### src/rtl/rename_pkg.sv
// Shared types and default sizes for the register-rename stage.
package rename_pkg;
  localparam int DEF_ARCH_W = 5;
  localparam int DEF_PHYS_W = 6;
  localparam int ARCH_REGS  = 2 ** DEF_ARCH_W;
  localparam int PHYS_REGS  = 2 ** DEF_PHYS_W;

  typedef logic [DEF_ARCH_W-1:0] arch_reg_t;
  typedef logic [DEF_PHYS_W-1:0] phys_reg_t;

  typedef enum logic {
    RN_NORMAL  = 1'b0,
    RN_RECOVER = 1'b1
  } rn_state_e;
endpackage

### src/rtl/free_list_alloc.sv
// Picks the R lowest-index set bits of the free vector, lowest first.
module free_list_alloc #(
  parameter int P = 6,
  parameter int R = 2
) (
  input  logic [2**P-1:0] free_vec,
  output logic [R*P-1:0]  idx,
  output logic [R-1:0]    found
);
  always_comb begin
    logic [2**P-1:0] remaining;
    logic [P-1:0]    sel;
    logic            hit;
    remaining = free_vec;
    idx       = '0;
    found     = '0;
    sel       = '0;
    hit       = 1'b0;
    for (int r = 0; r < R; r++) begin
      sel = '0;
      hit = 1'b0;
      // Scanning downward leaves the lowest set bit as the final pick.
      for (int b = 2**P - 1; b >= 0; b--) begin
        if (remaining[b]) begin
          sel = P'(b);
          hit = 1'b1;
        end
      end
      if (hit) remaining[sel] = 1'b0;
      idx[r*P +: P] = sel;
      found[r]      = hit;
    end
  end
endmodule

### src/rtl/multi_way_rename_unit.sv
// Multi-lane register rename with speculative/committed maps, a bit-vector
// free list, and a walk that rebuilds the free list after a flush.
module multi_way_rename_unit
  import rename_pkg::*;
#(
  parameter int ARCH_REG_NUM_WIDTH     = 5,
  parameter int PHYSICAL_REG_NUM_WIDTH = 6,
  parameter int RENAME_W               = 2,
  parameter int COMMIT_W               = 2
) (
  input  logic                                   clk,
  input  logic                                   reset,
  input  logic [RENAME_W-1:0]                    rn_valid,
  input  logic [RENAME_W-1:0]                    rn_regwrite,
  input  logic [RENAME_W*ARCH_REG_NUM_WIDTH-1:0] rn_rs1,
  input  logic [RENAME_W*ARCH_REG_NUM_WIDTH-1:0] rn_rs2,
  input  logic [RENAME_W*ARCH_REG_NUM_WIDTH-1:0] rn_rd,
  output logic                                   rn_ready,
  output logic [RENAME_W*PHYSICAL_REG_NUM_WIDTH-1:0] rn_prs1,
  output logic [RENAME_W*PHYSICAL_REG_NUM_WIDTH-1:0] rn_prs2,
  output logic [RENAME_W*PHYSICAL_REG_NUM_WIDTH-1:0] rn_prd,
  output logic [RENAME_W*PHYSICAL_REG_NUM_WIDTH-1:0] rn_old_prd,
  input  logic [COMMIT_W-1:0]                    cm_valid,
  input  logic [COMMIT_W*ARCH_REG_NUM_WIDTH-1:0] cm_rd,
  input  logic [COMMIT_W*PHYSICAL_REG_NUM_WIDTH-1:0] cm_prd,
  input  logic                                   flush,
  output logic                                   recovering,
  output logic [PHYSICAL_REG_NUM_WIDTH:0]        free_count,
  output rn_state_e                              state
);
  localparam int A  = ARCH_REG_NUM_WIDTH;
  localparam int P  = PHYSICAL_REG_NUM_WIDTH;
  localparam int R  = RENAME_W;
  localparam int C  = COMMIT_W;
  localparam int NA = 2 ** A;
  localparam int NP = 2 ** P;

  rn_state_e      state_next;
  logic [P-1:0]   spec_map  [NA];
  logic [P-1:0]   comm_map  [NA];
  logic [P-1:0]   comm_next [NA];
  logic [NP-1:0]  free_vec, alloc_clr, commit_set;
  logic [A-1:0]   walk_idx;
  logic [R*P-1:0] cand_idx;
  logic [R-1:0]   cand_found, lane_alloc;
  logic [P:0]     alloc_cnt, free_cnt_inc;
  logic           fire;

  // Handshake: the group is consumed on any cycle where rn_ready is high; rn_ready
  // never looks at rn_* so the decoder may hold or change the group freely.
  assign rn_ready   = reset && (state == RN_NORMAL) && (free_count >= (P+1)'(R)) && !flush;
  assign fire       = rn_ready;
  assign recovering = (state == RN_RECOVER);

  free_list_alloc #(.P(P), .R(R)) u_alloc (
    .free_vec (free_vec),
    .idx      (cand_idx),
    .found    (cand_found)
  );

  always_comb begin
    logic [R-1:0] alloc_l;
    logic [P-1:0] prd_l [R];
    logic [A-1:0] rd, rs1, rs2, rd_k;
    logic [P-1:0] p1, p2, po, pn;
    int           slot;
    alloc_l = '0;
    slot = 0;
    rd = '0; rs1 = '0; rs2 = '0; rd_k = '0;
    p1 = '0; p2 = '0; po = '0; pn = '0;
    for (int j = 0; j < R; j++) prd_l[j] = '0;
    alloc_clr  = '0;
    rn_prs1    = '0;
    rn_prs2    = '0;
    rn_prd     = '0;
    rn_old_prd = '0;
    for (int j = 0; j < R; j++) begin
      rd  = rn_rd[j*A +: A];
      rs1 = rn_rs1[j*A +: A];
      rs2 = rn_rs2[j*A +: A];
      p1  = spec_map[rs1];
      p2  = spec_map[rs2];
      po  = spec_map[rd];
      // Ascending scan so the youngest earlier producer wins.
      for (int k = 0; k < j; k++) begin
        rd_k = rn_rd[k*A +: A];
        if (alloc_l[k] && rd_k == rs1) p1 = prd_l[k];
        if (alloc_l[k] && rd_k == rs2) p2 = prd_l[k];
        if (alloc_l[k] && rd_k == rd)  po = prd_l[k];
      end
      if (rs1 == '0) p1 = '0;
      if (rs2 == '0) p2 = '0;
      if (rn_valid[j] && rn_regwrite[j] && rd != '0) begin
        alloc_l[j] = 1'b1;
        pn = cand_idx[slot*P +: P];
        if (fire && cand_found[slot]) alloc_clr[pn] = 1'b1;
        slot = slot + 1;
        prd_l[j] = pn;
        rn_prd[j*P +: P]     = pn;
        rn_old_prd[j*P +: P] = po;
      end
      rn_prs1[j*P +: P] = p1;
      rn_prs2[j*P +: P] = p2;
    end
    lane_alloc = alloc_l;
    alloc_cnt  = fire ? (P+1)'(slot) : '0;
  end

  always_comb begin
    logic [A-1:0] crd;
    logic [P-1:0] old_p;
    crd          = '0;
    old_p        = '0;
    comm_next    = comm_map;
    commit_set   = '0;
    free_cnt_inc = '0;
    for (int c = 0; c < C; c++) begin
      crd = cm_rd[c*A +: A];
      if (cm_valid[c] && crd != '0 && state == RN_NORMAL) begin
        old_p            = comm_next[crd];
        commit_set[old_p] = 1'b1;
        comm_next[crd]   = cm_prd[c*P +: P];
        free_cnt_inc     = free_cnt_inc + 1'b1;
      end
    end
  end

  always_comb begin
    state_next = state;
    case (state)
      RN_NORMAL:  if (flush) state_next = RN_RECOVER;
      RN_RECOVER: if (!flush && walk_idx == A'(NA - 1)) state_next = RN_NORMAL;
    endcase
  end

  always_ff @(posedge clk) begin
    if (!reset) begin
      state      <= RN_NORMAL;
      walk_idx   <= '0;
      free_count <= (P+1)'(NP - NA);
      free_vec   <= {{(NP-NA){1'b1}}, {NA{1'b0}}};
      for (int i = 0; i < NA; i++) begin
        spec_map[i] <= P'(i);
        comm_map[i] <= P'(i);
      end
    end else begin
      state    <= state_next;
      comm_map <= comm_next;
      if (flush) begin
        // Start from all-free; the walk then claims every committed mapping.
        spec_map   <= comm_next;
        free_vec   <= '1;
        free_count <= (P+1)'(NP);
        walk_idx   <= '0;
      end else if (state == RN_RECOVER) begin
        free_vec[comm_map[walk_idx]] <= 1'b0;
        free_count <= free_count - 1'b1;
        walk_idx   <= walk_idx + 1'b1;
      end else begin
        free_vec   <= (free_vec & ~alloc_clr) | commit_set;
        free_count <= free_count - alloc_cnt + free_cnt_inc;
        for (int j = 0; j < R; j++) begin
          if (fire && lane_alloc[j]) spec_map[rn_rd[j*A +: A]] <= rn_prd[j*P +: P];
        end
      end
    end
  end
endmodule

### config.mk
export PLATFORM = sky130hd
export DESIGN_NAME = multi_way_rename_unit
export DESIGN_NICKNAME = d
export VERILOG_FILES = /design/src/rtl/rename_pkg.sv /design/src/rtl/free_list_alloc.sv /design/src/rtl/multi_way_rename_unit.sv
export SDC_FILE = /design/constraint.sdc
export NUM_CORES = 2
export LEC_CHECK = 0
export BUFFER_PORTS_ARGS = -buffer_cell sky130_fd_sc_hd__buf_2
export CAP_MARGIN = 15
export CELL_PAD_IN_SITES_DETAIL_PLACEMENT = 0
export CELL_PAD_IN_SITES_GLOBAL_PLACEMENT = 1
export CORE_AREA = 2 2 294 296
export CTS_BUF_LIST = sky130_fd_sc_hd__clkbuf_4
export DETAILED_ROUTE_END_ITERATION = 8
export DIE_AREA = 0 0 296 298
export MAX_ROUTING_LAYER = met4
export PLACE_DENSITY = 0.93
export SETUP_SLACK_MARGIN = 0.15
export SLEW_MARGIN = 20
export SYNTH_ARGS = -nofsm -noshare
export SYNTH_HDL_FRONTEND = slang
export SYNTH_SLANG_ARGS = --single-unit
export TNS_END_PERCENT = 5
### constraint.sdc
create_clock -name clk -period 6.85 [get_ports clk]
set_input_delay 0.3425 -clock clk [delete_from_list [all_inputs] [get_ports clk]]
set_output_delay 0.3425 -clock clk [all_outputs]
set_load 0.02 [all_outputs]
# After elaboration in Yosys (flattened, before gate mapping)
# Index checks and enable logic that the tools add are counted.
classes:
  add_sub_neg: 6
  multipliers: 1
  n_lt_le_gt_ge: 25
  n_eq_ne: 5
  shift: 1
  mux: 349
  bitwise: 20
  reduce_logical: 38
op_table:
  columns: ["op", "n"]
  rows:
  - ["$mux W192", 9]
  - ["$mux W6", 161]
  - ["$bwmux W192", 4]
  - ["$mux W64", 8]
  - ["$bmux W6 S5", 9]
  - ["$and A64 B64 Y64", 3]
  - ["$not A64 Y64", 3]
  - ["$or A64 B64 Y64", 3]
  - ["$mux W1", 142]
  - ["$demux W6 S5", 4]
  - ["$ge A6 B6 Y1 const B", 9]
  - ["$not A5 Y6", 9]
  - ["$lt A6 B7 Y1 const B", 5]
  - ["$mux W7", 5]
  - ["$lt A32 B3 Y1 const B", 1]
  - ["$mul A32 B3 Y31 const B", 1]
  - ["$mux W32", 1]
  - ["$shiftx A12 B32 Y6", 1]
  - ["$demux W1 S6", 5]
  - ["$ge A6 B1 Y1 const B", 5]
  - ["$logic_and A1 B1 Y1", 28]
  - ["$lt A6 B1 Y1 const B", 4]
  - ["$logic_not A5 Y1", 4]
  - ["$reduce_bool A5 Y1", 4]
  - ["other kinds (14)", 17]
totals:
  ff_bits: 461

# Longest topological paths before layout
logic_depth:
  word_depth: 148
  depth_mapped: 24
  depth_no_buf: 22

# Cells and area by module
# A second synthesis with hierarchy kept.
hier_totals:
  cells_unflattened: 5056
  hier_area_um2: 42647.2
by_module_without_submodules:
  columns: ["module", "instances", "cells_each", "area_each_um2", "seq_area_each_um2"]
  rows:
  - ["multi_way_rename_unit", 1, 4599, 39905.8, 9228.9]
  - ["free_list_alloc", 1, 457, 2741.4, 0.0]

# Worst setup path before layout
# Ideal clock, no wire load.
synth_path:
  path_type: "input to register"
  startpoint: "input port cm_rd[5]"
  endpoint: "register free_count[6]"
  t_arrival_ps: 4229
  path_slack_ps: 2489
  cell_stages: 24
  path_buffers: 4
  path_cell_list: "clkbuf_1 > buf_1 > clkbuf_1 > clkbuf_1 > nor2_1 > a21oi_1 > ha_1 > inv_1 > ha_1 > inv_1 > ha_1 > inv_1 > fa_1 > inv_1 > a21oi_1 > nor2_1 > nor2_1 > nor2_1 > nor2_1 > nor2_1 > nor2_1 > xor2_1 > o21ai_0 > a21oi_1"
synth_via:
  elab_chain_cells: 7
synth_lines:
  columns: ["item", "line", "rtl"]
  rows:
  - ["from (decl)", "multi_way_rename_unit.sv:24", "input logic [COMMIT_W*ARCH_REG_NUM_WIDTH-1:0] cm_rd,"]
  - ["$reduce_bool A5 Y1", "multi_way_rename_unit.sv:119", "if (cm_valid[c] && crd != '0 && state == RN_NORMAL) begin"]
  - ["$logic_and A1 B1 Y1 (2 in series)", "multi_way_rename_unit.sv:119", null]
  - ["$mux W7", "multi_way_rename_unit.sv:119", null]
  - ["$add A7 B7 Y7", "multi_way_rename_unit.sv:161", "free_count <= free_count - alloc_cnt + free_cnt_inc;"]
  - ["$mux W7", "multi_way_rename_unit.sv:155", "end else if (state == RN_RECOVER) begin"]
  - ["$mux W7", "multi_way_rename_unit.sv:149", "if (flush) begin"]
  - ["to (signal assigned)", "multi_way_rename_unit.sv:153", "free_count <= (P+1)'(NP);"]
  - ["to (signal assigned)", "multi_way_rename_unit.sv:157", "free_count <= free_count - 1'b1;"]
  - ["to (signal assigned)", "multi_way_rename_unit.sv:161", null]
  - ["to (decl)", "multi_way_rename_unit.sv:28", "output logic [PHYSICAL_REG_NUM_WIDTH:0] free_count,"]
# No other way between the ends.
# A chain may end at the register's enable or synchronous reset.

# Worst setup path in the final report
layout_path:
  startpoint: "register free_vec[21]"
  endpoint: "output port rn_prd[7]"
layout_via:
  elab_chain_cells: 95
  elab_cells_between_ends: 118
layout_lines:
  columns: ["item", "line", "rtl"]
  rows:
  - ["from (decl)", "multi_way_rename_unit.sv:42", "logic [NP-1:0] free_vec, alloc_clr, commit_set;"]
  - ["from (signal assigned)", "multi_way_rename_unit.sv:141", "free_vec <= {{(NP-NA){1'b1}}, {NA{1'b0}}};"]
  - ["from (signal assigned)", "multi_way_rename_unit.sv:160", "free_vec <= (free_vec & ~alloc_clr) | commit_set;"]
  - ["$mux W6 (22 in series)", "free_list_alloc.sv:24", "if (remaining[b]) begin"]
  - ["$lt A6 B7 Y1 (implied by the code) / $ge A6 B1 Y1 (equally long branches)", "free_list_alloc.sv:29", "if (hit) remaining[sel] = 1'b0;"]
  - ["$logic_and A1 B1 Y1 (implied by the code)", "free_list_alloc.sv:29", null]
  - ["$mux W1 (implied by the code)", "free_list_alloc.sv:29", null]
  - ["$demux W1 S6", null, null]
  - ["$not A64 Y64 (no source line)", null, null]
  - ["$and A64 B64 Y64 (no source line)", null, null]
  - ["$mux W64", "free_list_alloc.sv:29", null]
  - ["$mux W6 (64 in series)", "free_list_alloc.sv:24", null]
  - ["$shiftx A12 B32 Y6 (*)", "multi_way_rename_unit.sv:95", "pn = cand_idx[slot*P +: P];"]
  - ["$mux W6 (*)", "multi_way_rename_unit.sv:93", "if (rn_valid[j] && rn_regwrite[j] && rd != '0) begin"]
  - ["to (decl)", "multi_way_rename_unit.sv:21", "output logic [RENAME_W*PHYSICAL_REG_NUM_WIDTH-1:0] rn_prd,"]
# Every way passes the cells marked *; elsewhere a longest branch is shown, timed or not.

==> impl_results.md <==
* Status: finished, violations left
* Failing checks: capacitance limit, setup timing
* Reg2Reg Setup Slack at 0.89 ns
* Port buffer count at 118
* Area of the multi-input gates at 31000 µm²
* Vias per cell at 7.74
* Synthesis-stage register bit count at 461
* Crit. End Element: output pin
* Distinct cells, synth at 111
* Fillcell total at 8015
* Initial drt markers at 8380
* Fmax at 143 MHz
* Die X at 296 µm
* Synth Area per Inst at 8.78 µm²
* Placed inst area at 43300 µm²
* Routed wl met2 at 91.2 mm
* GRT Residual Overflow at 0
* Cells along the critical path: nor3b_1, nor3_1, and3_1, o211ai_1, a21oi_2, buf_4, nand3_1, a211oi_1, o211ai_1, a211oi_1, o311a_1, o21ai_2, inv_1, buf_2
* Buf/Inv on CP at 3
* Number of synthesized flops with an enable pin at 0
* Clk_skew at 0.0960 ns
* Die ar. at 88200 µm²
* Startpoint of the lowest-slack hold path: cm_prd[6]
* Detail Route Antenna Nets at 0
* Max VDD drop at 0.000152 V
* DR DRC count at 0
* Num CTS Buffers at 133
* Relative slew slack at 1.44%
* Max Used Layer: met4
* Slew @ Worst Pin at 1.47 ns
* Reg area at 9240 µm²
* Most frequent cells in the layout: 509 x nor2_1, 498 x nand2_1, 459 x mux4_2
* Post-Route WL at 221 mm
* Final instance area at 45300 µm²
* Unrepaired setup endpoints after global routing: yes
* CP max FO at 11
* Num Clock Sinks at 461
* Fraction of layout cells with a size suffix above 1 at 21.4%
* Reg2reg end: free_vec[4]$_SDFF_PN0_
* Setup slack after layout at -0.124 ns
* Power per cell area at 172 nW/µm²
* CTS tree: built
* Global-route wire length before repair at 312 mm
* Slowest CP cell: a21oi_2
* Initial antenna violation count at 17
* Mapped Nets at 4887
* Vias at 46200
* Met3 wire len at 33.6 mm
* IO Pins at 119
* Reg2Reg Depth at 11
* Gpl congestion at 1.13
* Clock transition at the registers of the reported paths at 0.07 ns
* Tcrit/Tclk final at 102%
* Post-CTS setup repair buffer count at 0
* Router iterations before antenna repair at 9
* Pins Over Slew Limit at 0
* Critical Path Max Stage Delay at 0.81 ns
* Reg2Reg Launch Point: recovering$_SDFF_PN0_
* WL met1 at 69.9 mm
* WP data required at 6.51 ns
* Die Span Y at 298 µm
* Kind of critical path: flop to output pin
* Hpwl dp at 156 mm
* CP arrival at 6.63 ns
* Worst hold path endpoint: comm_map[12]$_SDFF_PN1_
* Sequential share of the synthesized area at 21.9%
* H-tree depth at 4
* Fin nets at 4776
* Ys Warns at 0
* Later-pin clock latency in the skew report at 1.13 ns
* Number of max-cap violations at 1
* Initial core utilization at 49.7%
* WL/cell at 37.0 µm
* Cell row count at 107
* Hold violation total from the final report at 0
* Post-synth design cell area at 42200 µm²
* Hold path cells at 3
* Commonest non-fill, non-tap cell in the layout: nor2_1
* Final setup viols at 1
* P_leak at 0.0161 µW
* GRT Total Usage at 50.7%
* Largest net degree at the start of global routing at 85
* Vias in the first global route at 42400
* Top Family by Delay on Critical Path: compound AO/OA/AOI/OAI gates
* Post-Place Setup Slack at 0.932 ns
* Clk buf depth at 3
* Root Buffer: clkbuf_4
* Core Box Area at 84900 µm²
* Cells after Synth at 4806
* CP startpoint kind: flop
* Ys async rst share at 0%
* Hold Path Class: input pin to flop
* Post-route minimum period at 6.97 ns
* Area Growth Syn to Fin at 7.32%
* Top FF cell, synth: dfxtp_1
where the power goes:
| part | internal (µW) | switching, µW | total, µW |
|---|---|---|---|
| sequential | 2750 | 179 | 2930 |
| clock | 1450 | 1420 | 2860 |
| combinational | 661 | 1330 | 1990 |
Yosys cell counts (32+ instances only):
cell | instances | area (µm²)
nand2b_1 | 34 | 213
nand2_1 | 500 | 1880
dfxtp_1 | 461 | 9230
a221oi_1 | 46 | 403
o21ai_0 | 283 | 1420
inv_1 | 60 | 225
mux2i_1 | 252 | 2520
nor4_1 | 32 | 200
clkbuf_1 | 385 | 1450
mux4_2 | 459 | 10300
a21oi_1 | 343 | 1720
buf_2 | 34 | 170
nand3_1 | 57 | 285
a211oi_1 | 158 | 1190
nor3_1 | 52 | 260
o22ai_1 | 60 | 375
and2_1 | 165 | 1030
a32o_1 | 37 | 370
a22o_1 | 67 | 587
o31ai_1 | 58 | 435
o211ai_1 | 91 | 683
a22oi_1 | 74 | 556
buf_1 | 57 | 214
nor2_1 | 513 | 1930
logic make-up (layout without fill, tap and decap cells):
group                      after synthesis  in the layout  synth area share [%]
other                                    0             30                     0
adders and majority gates               20             20                 0.629
DFF                                    461            461                  21.9
AOI/OAI and AO/OA                     1471           1471                  23.8
xor gates and xnor gates                28             28                 0.581
and+or+nand+nor                       1557           1557                  17.3
muxes                                  723            723                  30.8
buffers and inverters                  546            536                  5.05
worst min-delay path, cell delays in order:
cell and delay, ns:
buf_2 0.36, nor2_1 0.19, o21ai_0 0.14
through the flow:
stage | cells | total power, µW | hold WS (ns) | utilization, % | TNS, ns
after CTS | 5939 | 7610 | 0.00313 | 53.2 | 0
after floorplan | 4806 | 4120 | 0.487 | - | 0
after detailed placement | 5694 | 4830 | 0.532 | 51.0 | 0
after global placement | 5694 | 4830 | 0.522 | 51.0 | 0
final | 5970 | 7780 | 0.0384 | 53.4 | -0.124
after global routing | 5963 | 7920 | 0.0582 | 53.3 | 0
state kept, by name, indices dropped and copies added, names as in the netlist:
register,count
free_vec,64
spec_map,192
recovering,1
comm_map,192
free_count,7
walk_idx,5
routing by layer:
layer,GRT usage (%),vias to the layer above
li1,-,18500
met1,56.3,21600
met2,70.4,4676
met3,20.0,1384
met4,44.1,0
met5,-,-
worst max-delay path by stage:
stage,start,endpoint,cells past startpoint
floorplan,cm_rd[5],free_count[6]$_SDFF_PN0_,24
global placement,free_vec[40]$_SDFF_PP1_,free_vec[1]$_SDFF_PN0_,14
detailed placement,free_vec[40]$_SDFF_PP1_,free_vec[1]$_SDFF_PN0_,14
CTS,free_vec[48]$_SDFF_PP1_,rn_prd[10],12
global route,free_vec[21]$_SDFF_PN0_,rn_prd[7],14
finish,free_vec[21]$_SDFF_PN0_,rn_prd[7],14
final cells by class:
type / count / area share, %
multi-input cells: 3799 / 68.5
flip-flops and latches: 461 / 20.4
repair buffers: 236 / 3.40
clock buffers: 199 / 3.30
well taps: 1144 / 3.16
clock inverters: 37 / 0.550
inverters: 64 / 0.541
diodes: 30 / 0.166
repair_timing:
| action | 4_1_cts | 5_1_grt |
|---|---|---|
| hold buffers | 9 | 0 |
| resized for setup | 6 | 9 |
| setup endpoints to repair | 5 | 5 |
| hold endpoints to repair | 84 | 0 |
No activity file was read; power rests on OpenSTA's default activity.
